==> src/rtl/exception_vector_unit.sv <==
// Exception sequencer: saves EPC, fetches the handler byte from the vector table, then forces a PC load.
// Optional feature macro: EXC_CAUSE_REG_EN (cause register plus saturating exc_count output).
module exception_vector_unit #(
    parameter int unsigned VECTOR_BASE = 253,
    parameter int unsigned MEM_WAIT    = 2
) (
    input  logic        clk,
    input  logic        reset,
    input  logic        exc_opcode,
    input  logic        exc_overflow,
    input  logic        exc_div0,
    input  logic [31:0] pc_in,
    input  logic [31:0] mem_data_in,
    output logic [31:0] mem_addr,
    output logic        mem_req,
    output logic [31:0] exception_destiny,
    output logic [31:0] epc_out,
    output logic        epc_write,
    output logic        pc_write,
    output logic        pc_src_force,
    output logic        busy,
`ifdef EXC_CAUSE_REG_EN
    output logic [7:0]  exc_count,
`endif
    output logic [1:0]  cause
);

    localparam int unsigned WAIT_W = 3;
    localparam logic [WAIT_W-1:0] LAST_WAIT = WAIT_W'(MEM_WAIT - 1);

    typedef enum logic [1:0] {IDLE, FETCH, JUMP} state_t;

    state_t            state;
    logic [WAIT_W-1:0] wait_cnt;
    logic              any_exc;
    logic [1:0]        sel_offset;
    logic              unused_data;

    assign unused_data = ^mem_data_in[31:8];

    // Vector offset of the winning cause: opcode > div0 > overflow
    always_comb begin
        any_exc    = exc_opcode | exc_overflow | exc_div0;
        sel_offset = 2'd1;
        if (exc_opcode) begin
            sel_offset = 2'd0;
        end else if (exc_div0) begin
            sel_offset = 2'd2;
        end
    end

    always_ff @(posedge clk) begin
        if (reset) begin
            state             <= IDLE;
            wait_cnt          <= '0;
            mem_addr          <= '0;
            mem_req           <= 1'b0;
            exception_destiny <= '0;
            epc_out           <= '0;
            epc_write         <= 1'b0;
            pc_write          <= 1'b0;
            pc_src_force      <= 1'b0;
            busy              <= 1'b0;
`ifdef EXC_CAUSE_REG_EN
            cause             <= 2'd0;
            exc_count         <= 8'd0;
`endif
        end else begin
            case (state)
                IDLE: begin
                    if (any_exc) begin
                        state     <= FETCH;
                        epc_out   <= pc_in - 32'd4;
                        mem_addr  <= 32'(VECTOR_BASE) + {30'b0, sel_offset};
                        wait_cnt  <= '0;
                        mem_req   <= 1'b1;
                        busy      <= 1'b1;
                        epc_write <= 1'b1;
`ifdef EXC_CAUSE_REG_EN
                        // Cause code is the vector offset plus one
                        cause     <= sel_offset + 2'd1;
                        if (exc_count != 8'hFF) begin
                            exc_count <= exc_count + 8'd1;
                        end
`endif
                    end
                end
                FETCH: begin
                    epc_write <= 1'b0;
                    if (wait_cnt == LAST_WAIT) begin
                        exception_destiny <= {24'b0, mem_data_in[7:0]};
                        state             <= JUMP;
                        mem_req           <= 1'b0;
                        pc_write          <= 1'b1;
                        pc_src_force      <= 1'b1;
                    end else begin
                        wait_cnt <= wait_cnt + WAIT_W'(1);
                    end
                end
                JUMP: begin
                    state        <= IDLE;
                    pc_write     <= 1'b0;
                    pc_src_force <= 1'b0;
                    busy         <= 1'b0;
                end
                default: begin
                    state <= IDLE;
                end
            endcase
        end
    end

`ifndef EXC_CAUSE_REG_EN
    assign cause = 2'b00;
`endif

endmodule

==> config.mk <==
export PLATFORM = sky130hd
export DESIGN_NAME = exception_vector_unit
export DESIGN_NICKNAME = d
export VERILOG_FILES = /design/src/rtl/exception_vector_unit.sv
export SDC_FILE = /design/constraint.sdc
export NUM_CORES = 1
export LEC_CHECK = 0
export CELL_PAD_IN_SITES_DETAIL_PLACEMENT = 1
export CELL_PAD_IN_SITES_GLOBAL_PLACEMENT = 2
export CORE_UTILIZATION = 21
export CTS_CLUSTER_DIAMETER = 200
export DETAILED_ROUTE_END_ITERATION = 12
export PLACE_DENSITY = 0.92
export SLEW_MARGIN = 20
export SYNTH_ARGS = -nofsm -noshare
export SYNTH_HDL_FRONTEND = slang
export SYNTH_SLANG_ARGS = --single-unit
==> constraint.sdc <==
create_clock -name clk -period 7.28 [get_ports clk]
set_clock_uncertainty 0.05 [all_clocks]
set_input_delay 1.456 -clock clk [delete_from_list [all_inputs] [get_ports clk]]
set_output_delay 1.456 -clock clk [all_outputs]
set_load 0.02 [all_outputs]
# ---- Word-level counts from Yosys, hierarchy flattened
# Cells that the tools add are included.
dict set report word_totals {
  input_bits 69
  reg_bits 81
  output_inout_bits 103
  wordCells 47
}
dict set report classes {
  n_mux 15
  addsub 3
  eq_ne 6
  n_reduce_logical 12
  n_bitwise 2
}
# operator count
set ops {}
lappend ops {{32-bit by 3-bit subtractor with 32-bit output (second input constant)} 1}
lappend ops {{2-bit AND reduction} 6}
lappend ops {{8-bit by 2-bit adder with 9-bit output (first input constant)} 1}
lappend ops {{2-bit two-way mux} 4}
lappend ops {{1-bit one-hot mux with 2 select lines} 4}
lappend ops {{3-bit two-way mux} 2}
lappend ops {{2-bit inequality test (second input constant)} 3}
lappend ops {{3-bit one-hot mux with 2 select lines} 1}
lappend ops {{3-bit AND reduction} 2}
lappend ops {{2-bit nonzero test} 3}
lappend ops {{2-bit one-hot mux with 2 select lines} 1}
lappend ops {{3-bit by 1-bit adder with 3-bit output (second input constant)} 1}
lappend ops {{3-bit by 1-bit == test with 1-bit output (second input constant)} 1}
lappend ops {{1-bit two-way mux} 3}
lappend ops {{2-bit by 1-bit == test with 1-bit output (second input constant)} 1}
lappend ops {{2-bit == test (second input constant)} 1}
lappend ops {{2-bit logical NOT} 1}
lappend ops {{1-bit OR} 2}

# ---- Longest topological paths before layout
# Gate-level depths: netlist (run 1).
dict set report depth {
  depth_word 4
  ltp_mapped 7
  mapped_depth_nobuf 6
}

# ---- Worst setup path after synthesis (run 1)
# OpenSTA, ideal clock, no wires.
dict set report synth_timing {
  path_kind {in2reg}
  startpoint {input port pc_in[11]}
  endpoint {register epc_out[23]}
  path_stages 5
  n_path_buf 1
  path_slack_ns 3.835
  arrival_ns 3.304
  path_cell_list {or4_4 or4_1 buf_2 or4_1 a311oi_1}
}
dict set report synth_between {
  elab_chain_cells 1
}
# item line_no
set synth_lines {}
lappend synth_lines {{start, declared} 12} ;# input logic [31:0] pc_in,
lappend synth_lines {{32-bit by 3-bit subtractor with 32-bit output} 73} ;# epc_out <= pc_in - 32'd4;
lappend synth_lines {{end signal, assigned} 73}
lappend synth_lines {{end, declared} 17} ;# output logic [31:0] epc_out,
# Every way passes these cells.
# A chain may end at the register's enable or synchronous reset.

# ---- Final worst setup path (run 1)
dict set report layout_timing {
  startpoint {input port pc_in[11]}
  endpoint {register epc_out[29]}
}
# The elaborated chain is that of the path after synthesis.

==> impl_metrics.json, run 1 <==
{
  "status": "complete, no violations",
  "pin_count": 172,
  "antenna_cells": 0,
  "drt-vias-per-instance": 4.44,
  "worst_ep_required_time_ps": 7440,
  "crit_path_start_kind": "input pin",
  "cts.sinks": 53,
  "rr_worst_depth": 4,
  "overflow": 0,
  "fmax_mhz": 247,
  "reg2reg_to": "epc_out[30]$_SDFFE_PP0P_",
  "tightest_slew_ps": 696,
  "ys_ff_latch": 53,
  "cp_max_fo": 19,
  "crit_top_cell": "or4_1",
  "slowest_stage": "or4_1",
  "synth_top_cell_area_share_pct": 35.8,
  "yosys_warnings": 0,
  "ant_nets": 0,
  "syn_inst": 368,
  "ys_types": 41,
  "synthSimpleGateAreaFrac_pct": 25.6,
  "period_minus_slack_ps": 4060,
  "vdd_ir_drop_max_mv": 0.0733,
  "synth-adder-area-share_pct": 1.69,
  "cp_cell_sequence": "clkdlybuf4s50_1, or4_4, or4_1, or4_1, a311oi_1",
  "synth_compound_area_share_pct": 16.2,
  "design_area_um2": 4020,
  "yosysMostFrequentCell": "buf_4",
  "cap_violations": 0,
  "seqCellArea_um2": 1060,
  "grt_pass1_wl_mm": 14.1,
  "crit_type": "input pin to flip-flop",
  "die_area_um2": 14600,
  "multi_input_area_um2": 1580,
  "cp-startpoint": "pc_in[11]",
  "synth_top_family_by_area": "simple AND/OR/NAND/NOR gates",
  "ys_top_cells_by_count": "buf_4 (55), dfxtp_1 (53), nand2_1 (39)",
  "path_buf_inv": 1,
  "routedWlPerCell_um": 13.9,
  "clk_pin_slew_ps": 70,
  "ys_seq_area_share_pct": 35.8,
  "finalSetupViolCount": 0,
  "dominantRegCellSynth": "dfxtp_1",
  "root_buffer": "clkbuf_16",
  "path_depth": 5,
  "instances_no_fill": 629,
  "clock_latency_ps": 300,
  "synth_top_cell_by_area": "dfxtp_1",
  "syn2layout_area_growth_pct": 35.8,
  "drc": 0,
  "reg2reg_from": "state[0]$_SDFFE_PP0P_",
  "ctsResizeCount": 0,
  "vias": 2790,
  "nFillCells": 1650,
  "numCtsBuffers": 5,
  "final.setup.tns_ps": 0,
  "start_util_pct": 21.4,
  "arrival_ps": 4220,
  "crit_family": "simple AND/OR/NAND/NOR gates",
  "clockBufferDepth": 2,
  "drt-pass1-iter-count": 4,
  "nets": 521,
  "post-cts-setup-buffer-count": 0,
  "postPlaceCellArea_um2": 3870,
  "placementRows": 43,
  "core_area_um2": 13800,
  "rsz0062_at_grt": "no",
  "cts_tree": "built",
  "reg2reg_slack_ps": 5350,
  "critPathMaxStageDelay_ps": 820,
  "p_per_area_nw_per_um2": 205,
  "antenna_found_initial": 0,
  "avgSynthCellArea_um2": 8.05,
  "die_h_um": 121,
  "initialDrtViolationCount": 111,
  "die_x_um": 121,
  "slew_headroom_pct": 53.2,
  "hp-class": "flip-flop to flip-flop",
  "grt_use_total_pct": 12.4,
  "io_buffers": 98,
  "syn_area_um2": 2960,
  "totalWireLength_mm": 8.73,
  "synth_edf_count": 0,
  "period_share_pct": 55.7,
  "yosys.area_share.xor_xnor_pct": 3.25,
  "place_inst": 621,
  "grt_pass1_vias": 2802,
  "drive_gt1_share_pct": 3.79,
  "hold_viol_final": 0,
  "synthMuxAreaShare_pct": 0.338,
  "synth_area_leaders": "dfxtp_1 (36%), buf_4 (14%), nand2_1 (4.9%)",
  "holdBufCountCts": 0,
  "p_total_w": 0.000826,
  "p_leak_nw": 1.43,
  "htreeDepth": 2,
  "synthArstFlopShare_pct": 0,
  "endpoint": "epc_out[29]$_SDFFE_PP0P_",
  "maxSlewViolCount": 0,
  "finalWeightedCongestion": 0.757,
  "place_hpwl_mm": 6.58,
  "endpoint_kind": "flip-flop",
  "grt_start_max_net_pins": 58
}
[logic make-up after synthesis]
| group | Yosys count |
|---|---|
| and+or+nand+nor | 148 |
| buffers and inverters | 79 |
| AOI/OAI and AO/OA | 71 |
| DFF | 53 |
| xor gates and xnor gates | 11 |
| adders and majority gates | 4 |
| other | 1 |
| muxes | 1 |
[registers in the layout (all words and copies together), names as in the netlist]
| register | count |
|---|---|
| state | 2 |
| epc_out | 32 |
| epc_write | 1 |
| mem_addr | 4 |
| mem_req | 1 |
| pc_src_force | 1 |
| exception_destiny | 8 |
| wait_cnt | 3 |
| busy | 1 |
[worst min-delay path, delay by kind of cell, from the launching register on]
family             cells  cell delay [ps]
AOI/OAI and AO/OA      1               50
DFF                    1              310
and+or+nand+nor        1               50
[cells in the final DEF, fill, tap and decap left out, drive strengths merged, types with 4 or more instances in the layout]
cell / count
xor2: 5
a311oi: 11
a21oi: 23
nand2: 39
or3: 19
conb: 49
nor4: 4
nor3: 13
nor2b: 4
clkdlybuf4s50: 97
o31ai: 6
dfxtp: 53
ha: 4
nor2: 35
or2: 4
o21ai: 7
xnor2: 6
inv: 7
a211oi: 15
clkbuf: 5
or4: 12
nand2b: 5
[final cells by class]
| type | instances | area share [%] |
|---|---|---|
| clock buffer | 5 | 3.11 |
| clock inverter | 3 | 0.622 |
| inverter | 5 | 0.466 |
| multi-input combinational | 284 | 39.3 |
| sequential | 53 | 26.4 |
| tap | 180 | 5.60 |
| timing repair buffer | 99 | 24.5 |
[how the worst min path moves through the flow]
| stage | startpoint | end | slack, ps | cells after the start |
|---|---|---|---|---|
| 2_1_floorplan | wait_cnt[0]$_SDFFE_PP0P_ | wait_cnt[0]$_SDFFE_PP0P_ | 420 | 2 |
| 3_3_place_gp | exception_destiny[5]$_SDFFE_PP0P_ | exception_destiny[5]$_SDFFE_PP0P_ | 390 | 2 |
| 3_5_place_dp | exception_destiny[4]$_SDFFE_PP0P_ | exception_destiny[4]$_SDFFE_PP0P_ | 400 | 2 |
| 4_1_cts | exception_destiny[4]$_SDFFE_PP0P_ | exception_destiny[4]$_SDFFE_PP0P_ | 410 | 2 |
| 5_1_grt | exception_destiny[3]$_SDFFE_PP0P_ | exception_destiny[3]$_SDFFE_PP0P_ | 440 | 2 |
| 6_report | exception_destiny[3]$_SDFFE_PP0P_ | exception_destiny[3]$_SDFFE_PP0P_ | 410 | 2 |
[layer usage]
layer  share of wire [%]  vias up  wire length, um  GRT usage [%]
li1                    -     1361                -              -
met3                 5.7        7              501           3.25
met1                  43     1329             3770           14.0
met5                   0        -                0              0
met4                 1.2        0              107           4.09
met2                  50       93             4350           22.4
[power breakdown]
| part | internal, W | total (W) | switching (W) |
|---|---|---|---|
| Clock | 0.000130 | 0.000253 | 0.000123 |
| Sequential | 0.000318 | 0.000335 | 0.0000173 |
| Combinational | 0.0000992 | 0.000237 | 0.000138 |
| Total | 0.000548 | 0.000826 | 0.000278 |
[per-stage QoR]
stage	util, %	hold slack [ps]	setup slack, ps
final	29.1	411	3220
after detailed placement	28.0	404	2850
after floorplan	-	423	3830
after global routing	29.1	436	3080
after CTS	29.1	415	3180
after global placement	28.0	392	2920
Power figures use the tool's default switching activity.
==> run 2: changes to the inputs <==
--- a/config.mk
+++ b/config.mk
@@ -7,10 +7,10 @@
 export LEC_CHECK = 0
 export CELL_PAD_IN_SITES_DETAIL_PLACEMENT = 1
 export CELL_PAD_IN_SITES_GLOBAL_PLACEMENT = 2
-export CORE_UTILIZATION = 21
+export CORE_UTILIZATION = 18
 export CTS_CLUSTER_DIAMETER = 200
 export DETAILED_ROUTE_END_ITERATION = 12
-export PLACE_DENSITY = 0.92
+export PLACE_DENSITY = 0.85
 export SLEW_MARGIN = 20
 export SYNTH_ARGS = -nofsm -noshare
 export SYNTH_HDL_FRONTEND = slang
==> constraint.sdc (replaced) <==
create_clock -name clk -period 3.62 [get_ports clk]
set_clock_uncertainty 0.05 [all_clocks]
set_input_delay 0.724 -clock clk [delete_from_list [all_inputs] [get_ports clk]]
set_output_delay 0.724 -clock clk [all_outputs]
set_load 0.02 [all_outputs]
==> impl_metrics.json, run 2 (same netlist as run 1, synthesis figures left out) <==
{
  "grt_start_max_net_pins": 58,
  "reg2reg_to": "epc_out[30]$_SDFFE_PP0P_",
  "critPathMaxStageDelay_ps": 570,
  "path_depth": 6,
  "die_h_um": 130,
  "crit_top_cell": "or4_1",
  "ant_nets": 0,
  "place_hpwl_mm": 7.22,
  "totalWireLength_mm": 9.44,
  "cp_cell_sequence": "clkdlybuf4s50_1, or4_4, or4_1, buf_4, or4_1, a311oi_1",
  "min_from": "exception_destiny[7]$_SDFFE_PP0P_",
  "drt-vias-per-instance": 4.20,
  "rsz0062_at_grt": "no",
  "cp_max_fo": 19,
  "status": "complete, no violations",
  "reg2reg_slack_ps": 1830,
  "finalWeightedCongestion": 0.731,
  "cts_tree": "built",
  "top_register": "epc_out",
  "final.setup.tns_ps": 0,
  "fmax_mhz": 318,
  "slowest_stage": "or4_4",
  "slew_headroom_pct": 57.2,
  "placementRows": 46,
  "crit_path_start_kind": "input pin",
  "holdBufCountCts": 0,
  "reg_top3": "epc_out x32, exception_destiny x8, mem_addr x4",
  "largest_register_ffs": 32,
  "antenna_found_initial": 0,
  "clockBufferDepth": 2,
  "finalSetupViolCount": 0,
  "hp-class": "flip-flop to flip-flop",
  "crit_type": "input pin to flip-flop",
  "crit_family": "simple AND/OR/NAND/NOR gates",
  "antenna_cells": 0,
  "drive_gt1_share_pct": 4.85,
  "arrival_ps": 3290,
  "die_area_um2": 17000,
  "p_total_w": 0.00179,
  "root_buffer": "clkbuf_16",
  "die_x_um": 130,
  "grt_use_total_pct": 11.4,
  "cts.sinks": 53,
  "p_per_area_nw_per_um2": 431,
  "routedWlPerCell_um": 14.1,
  "p_leak_nw": 1.47,
  "overflow": 0,
  "whs_endpoint": "exception_destiny[7]$_SDFFE_PP0P_",
  "place_inst": 662,
  "final_cell_mix": "clkdlybuf4s50_1 (97), dfxtp_1 (53), conb_1 (49)",
  "drc": 0,
  "syn2layout_area_growth_pct": 39.9,
  "drt-pass1-iter-count": 4,
  "grt_pass1_vias": 2952,
  "cap_violations": 0,
  "hold_viol_final": 0,
  "layout_commonest_cell": "clkdlybuf4s50_1",
  "worst_ep_required_time_ps": 3770,
  "tightest_slew_ps": 635,
  "post-cts-setup-buffer-count": 0,
  "period_minus_slack_ps": 3140,
  "initialDrtViolationCount": 62,
  "ctsResizeCount": 0,
  "rr_worst_depth": 4,
  "period_share_pct": 86.8,
  "vdd_ir_drop_max_mv": 0.179,
  "vias": 2817,
  "core_area_um2": 16000,
  "start_util_pct": 18.5,
  "io_buffers": 98,
  "path_buf_inv": 2,
  "reg2reg_from": "state[0]$_SDFFE_PP0P_",
  "grt_pass1_wl_mm": 14.9,
  "numCtsBuffers": 5,
  "maxSlewViolCount": 0,
  "clock_latency_ps": 300,
  "min_path_cells": 2,
  "endpoint_kind": "flip-flop",
  "clk_pin_slew_ps": 70,
  "pin_count": 172,
  "htreeDepth": 2,
  "nets": 526,
  "instances_no_fill": 670
}
[run 2: changes by cell type in the layout (fill, tap and decap cells not counted)]
cell,previous run,this run
bufinv_16,0,2
clkinv_2,0,1
buf_4,2,7
clkinvlp_4,1,0
inv_6,2,0
[run 2: stage by stage]
| stage | instance area, um^2 | hold slack (ps) | setup WS, ps | util [%] |
|---|---|---|---|---|
| 2_1_floorplan | 3140 | 423 | 907 | - |
| 3_3_place_gp | 3950 | 392 | 205 | 24.7 |
| 3_5_place_dp | 3950 | 401 | 154 | 24.7 |
| 4_1_cts | 4140 | 411 | 472 | 25.9 |
| 5_1_grt | 4150 | 431 | 377 | 25.9 |
| 6_report | 4150 | 408 | 480 | 25.9 |
[run 2: final cells by class]
class                      instances  area (um^2)
fill                            1943        11900
multi-input combinational        284         1580
sequential                        53         1060
timing repair buffer             104         1020
tap                              216          270
clock buffer                       5          125
clock inverter                     3         65.1
inverter                           5         18.8
[run 2: worst min-delay path: stages, from the launching register on]
cell,delay (ps)
dfxtp_1,310
nand2_1,50
a21oi_1,50
[run 2: worst max-delay path by stage]
stage / from / end / slack [ps]
after floorplan: pc_in[11] / epc_out[23]$_SDFFE_PP0P_ / 910
after global placement: pc_in[11] / epc_out[21]$_SDFFE_PP0P_ / 210
after detailed placement: pc_in[11] / epc_out[23]$_SDFFE_PP0P_ / 150
after CTS: pc_in[11] / epc_out[31]$_SDFFE_PP0P_ / 470
after global routing: pc_in[11] / epc_out[31]$_SDFFE_PP0P_ / 380
final: pc_in[11] / epc_out[23]$_SDFFE_PP0P_ / 480
[run 2: power by group]
group	switching (W)	leakage (nW)	internal (W)
clock network	0.000232	0.0938	0.000396
logic	0.000282	0.939	0.000202
registers	0.0000354	0.438	0.000640
total	0.000550	1.47	0.00124
[run 2: layer usage]
metal	track usage, %	wire, um	vias to the layer above	share of wire (%)
met1	13.2	4060	1331	43
met3	3.36	702	9	7.4
met2	20.2	4580	107	49
met5	0	0	-	0
met4	3.21	97	0	1.0
li1	-	-	1370	-
